### src/rtl/barrel_shifter_if.sv
// Barrel shifter operand/result bundle.
//   dir     : 0 = left, 1 = right
//   op      : 0 = shift, 1 = rotate
//   shift_t : 0 = logical, 1 = arithmetic (meaningful for right shifts only)
//   sel     : shift amount, 0..W-1
//   in      : operand (two's complement)
//   out     : registered result (two's complement)
// master drives the operation, slave (the shifter) returns out.
interface barrel_shifter_if #(
  parameter int W     = 8,
  parameter int LOG2W = 3
);
  logic             dir;
  logic             op;
  logic             shift_t;
  logic [LOG2W-1:0] sel;
  logic [W-1:0]     in;
  logic [W-1:0]     out;

  modport master (output dir, op, shift_t, sel, in, input  out);
  modport slave  (input  dir, op, shift_t, sel, in, output out);
endinterface

### src/rtl/barrel_shifter.sv
// Registered log-depth barrel shifter, one result per cycle, 1-cycle latency.
// Ports:
//   clk : clock, rising edge
//   rst : synchronous active-high reset, clears out
//   bus : barrel_shifter_if.slave (dir/op/shift_t/sel/in in, out out)
// Datapath is LOG2W cascaded mux stages; stage i moves the word by 2^i when
// sel[i] is set. Only the output register holds state.

// One cascade stage: move by AMT positions or pass through.
module barrel_shifter_stage #(
  parameter int W   = 8,
  parameter int AMT = 1
) (
  input  logic [W-1:0] d,
  input  logic         en,
  input  logic         dir,
  input  logic         rot,
  input  logic         arith,
  output logic [W-1:0] q
);
  logic [AMT-1:0] lfill, rfill;

  // Left fill: wrapped-out MSBs for rotate, zeros for shift.
  assign lfill = rot ? d[W-1:W-AMT] : '0;
  // Right fill: wrapped-out LSBs for rotate, sign copies for arithmetic,
  // else zeros. d[W-1] is still the original sign bit here because earlier
  // arithmetic stages only ever fill with that same bit.
  assign rfill = rot   ? d[AMT-1:0] :
                 arith ? {AMT{d[W-1]}} : '0;

  always_comb begin
    q = d;
    if (en) q = dir ? {rfill, d[W-1:AMT]} : {d[W-AMT-1:0], lfill};
  end
endmodule

module barrel_shifter #(
  parameter int W     = 8,
  parameter int LOG2W = 3
) (
  input  logic                clk,
  input  logic                rst,
  barrel_shifter_if.slave     bus
);
  logic [LOG2W:0][W-1:0] stg;
  logic                  arith;
  logic [W-1:0]          out_q;

  // shift_t only matters for a right shift.
  assign arith  = bus.shift_t & bus.dir & ~bus.op;
  assign stg[0] = bus.in;

  for (genvar i = 0; i < LOG2W; i++) begin : g_stage
    barrel_shifter_stage #(.W(W), .AMT(1 << i)) u_stage (
      .d     (stg[i]),
      .en    (bus.sel[i]),
      .dir   (bus.dir),
      .rot   (bus.op),
      .arith (arith),
      .q     (stg[i+1])
    );
  end

  always_ff @(posedge clk) begin
    if (rst) out_q <= '0;
    else     out_q <= stg[LOG2W];
  end

  assign bus.out = out_q;
endmodule

### src/flat_wrapper.sv
// flat-port wrapper written by rule: the top's interface ports become plain ports
module barrel_shifter_flat 
#(
  parameter int W     = 8,
  parameter int LOG2W = 3
)
  (clk, rst, bus_dir, bus_op, bus_shift_t, bus_sel, bus_in, bus_out);
  barrel_shifter_if #(.W(W), .LOG2W(LOG2W)) bus_i ();
  input  logic clk;
  input  logic rst;
  input wire logic [$bits(bus_i.dir)-1:0] bus_dir;
  input wire logic [$bits(bus_i.op)-1:0] bus_op;
  input wire logic [$bits(bus_i.shift_t)-1:0] bus_shift_t;
  input wire logic [$bits(bus_i.sel)-1:0] bus_sel;
  input wire logic [$bits(bus_i.in)-1:0] bus_in;
  output wire logic [$bits(bus_i.out)-1:0] bus_out;
  assign bus_i.dir = bus_dir;
  assign bus_i.op = bus_op;
  assign bus_i.shift_t = bus_shift_t;
  assign bus_i.sel = bus_sel;
  assign bus_i.in = bus_in;
  assign bus_out = bus_i.out;
  barrel_shifter #(.W(W), .LOG2W(LOG2W)) u_core (.clk(clk), .rst(rst), .bus(bus_i));
endmodule
### config.mk
export PLATFORM = sky130hd
export DESIGN_NAME = barrel_shifter_flat
export DESIGN_NICKNAME = d
export VERILOG_FILES = /design/src/rtl/barrel_shifter_if.sv /design/src/rtl/barrel_shifter.sv /design/src/flat_wrapper.sv
export SDC_FILE = /design/constraint.sdc
export NUM_CORES = 1
export LEC_CHECK = 0
export CORE_MARGIN = 2
export CORE_UTILIZATION = 44
export CTS_CLUSTER_SIZE = 30
export DETAILED_ROUTE_END_ITERATION = 8
export PLACE_DENSITY = 0.79
export SLEW_MARGIN = 20
export SYNTH_ARGS = -nofsm -noshare
export SYNTH_HDL_FRONTEND = slang
export SYNTH_SLANG_ARGS = --single-unit
export TNS_END_PERCENT = 5
### constraint.sdc
create_clock -name clk -period 1.2 [get_ports clk]
set_clock_uncertainty 0.15 [all_clocks]
set_input_delay 0.18 -clock clk [delete_from_list [all_inputs] [get_ports clk]]
set_output_delay 0.18 -clock clk [all_outputs]
set_load 0.005 [all_outputs]
==> metrics <==
CTS tree done; Cell Pwr Density 680 nW/µm²; total track usage 0.262; critical path data required time 1.19 ns; Worst Hold Class in2reg; width of the die 51.1 µm; Core Area 2150 µm²; Worst Path Arrival 1.30 ns; Finished Cell Area 1610 µm²; most frequently used flop master after synthesis dfxtp_1; LEAKAGE 0.752 nW; Cells after Synth 122; CP Capture Type flip-flop; startpoint type of the worst setup path primary input; setup TNS -0.499 ns; most common cell after layout, fill and taps aside buf_4; peak supply drop 0.652 mV; WHS 0.216 ns; Final Hold Viols 0; Final period util 1.09; Worst Slack Setup Final -0.113 ns; highest clock rate 761 MHz; Rows 17; WL/cell 19.4 µm; max reg flops 8; die area 2610 µm²; Clock transition at path regs 0.05 ns; H-tree depth 1; Reg area 160 µm²; ant diodes 0; Via-to-Cell Ratio 6.29; synthesized area 976 µm²; asr flop ratio synth 0; final wirelength 3.85 mm; maximum fanout along the worst path 4; final max-slew violation count 0; synthesized flop and latch total 8; pre-CTS WS -0.777 ns; RSZ-0062 raised after global routing yes; commonest non-fill, non-tap cells in the layout 27 x buf_4, 12 x nand2_1, 10 x mux2i_1, 10 x nor2_1, 9 x dlygate4sd2_1; Starting Density 0.454; Pre-antenna DRT Iters 4; Synth warnings 0; Num CTS Buffers 3; Mapped Avg Cell Area 8.00 µm²; Area Overhead vs Synth 64.9%; PortBufs 23; final setup violation count 6; IO Count 24; relative slew slack 0.783; Post-synth EDFFs 0; MaxCap Viol Count 0; Seq/Total Area, Yosys 0.164; Clock Sink Count 8; largest net degree at the start of global routing 13; Crit Path Class in2reg; gpl congestion 0.929; via count 1,252; Routed Antenna Nets 0; number of library cell types mapped by synthesis 41; antenna violations before repair 0; first-pass GRT wire length 5.20 mm; status complete, but fails checks; final std cells w/o fill 199; Worst Max-Slew Pin Slew 0.325 ns; Filler cells 141; drt initial violations 64; share of cells above drive strength 1 0.480; failing checks setup timing; post-layout min period 1.31 ns; Placed Area 1360 µm²; vias in the first global route 1,153; grt ovf 0; height of the die 51.1 µm; Inst Count DP 189; DRC 0; Mapped Nets 138; clock buffer depth 2; Nets 189; root buffer cell clkbuf_4; Post-DP HPWL 2.17 mm; multi-input logic area 813 µm²
==> report_power, final <==
part	total (W)	leakage [nW]	switching [W]	internal, W
clock network	0.000209	0.0138	0.0000940	0.000115
logic	0.000590	0.671	0.000291	0.000299
registers	0.000295	0.0665	0.00000511	0.000290
==> repair_timing <==
action | in CTS | in global routing
pin swaps | 6 | 17
endpoints found under the setup margin | 16 | 8
gates cloned | 2 | 2
buffers inserted | 0 | 3
hold buffers | 0 | 0
gates resized for setup | 41 | 49
==> cell usage after synthesis (5+ instances only) <==
master	number	area share
nand2_1	14	0.054
mux2i_1	11	0.11
nor2_1	10	0.038
a211oi_1	6	0.046
nand2b_1	5	0.032
inv_1	5	0.019
dfxtp_1	8	0.16
a21oi_1	9	0.046
==> cell families (layout without fill, tap and decap cells) <==
logic type             after synthesis  after routing  synth area share
muxes                               13             13             0.147
and+or+nand+nor                     40             40             0.205
buffers and inverters               17             66             0.140
AOI/OAI and AO/OA                   44             44             0.344
DFF                                  8              8             0.164
==> per-layer routing <==
layer  up-vias  routed length [µm]  global-route usage  part of all wire
li1        558                   -                   -                 -
met1       588                1440               0.315              0.37
met2        84                1860               0.448              0.48
met3        22                 393              0.0614              0.10
met4         0                 156               0.104             0.040
met5         -                   0                   0                 0
==> worst max-delay path, stage by stage <==
cell       delay (ns)
buf_12           0.10
clkbuf_16        0.13
mux2_2           0.33
mux2i_1          0.25
nor3_1           0.10
nor2_1           0.14
a221oi_2         0.07
==> cell type report <==
type                            count  area share
Clock buffer                        3      0.0140
Inverter                            6      0.0140
Multi-Input combinational cell     97       0.505
Sequential cell                     8      0.0995
Tap cell                           28      0.0218
Timing Repair Buffer               57       0.345
==> per-stage QoR <==
stage / total power, W / utilization
floorplan: 0.000560 / -
global placement: 0.000752 / 0.631
detailed placement: 0.000765 / 0.631
CTS: 0.000988 / 0.672
global route: 0.00114 / 0.749
finish: 0.00109 / 0.749
==> path summary, 6_finish.rpt <==
| path | startpoint | to | slack [ns] | depth (start not counted) |
|---|---|---|---|---|
| min | bus_sel[2] | u_core.bus.out[6] | 0.22 | 3 |
| max | bus_dir | u_core.bus.out[5] | -0.11 | 7 |
Note: power is estimated with default switching activity, not from simulation.
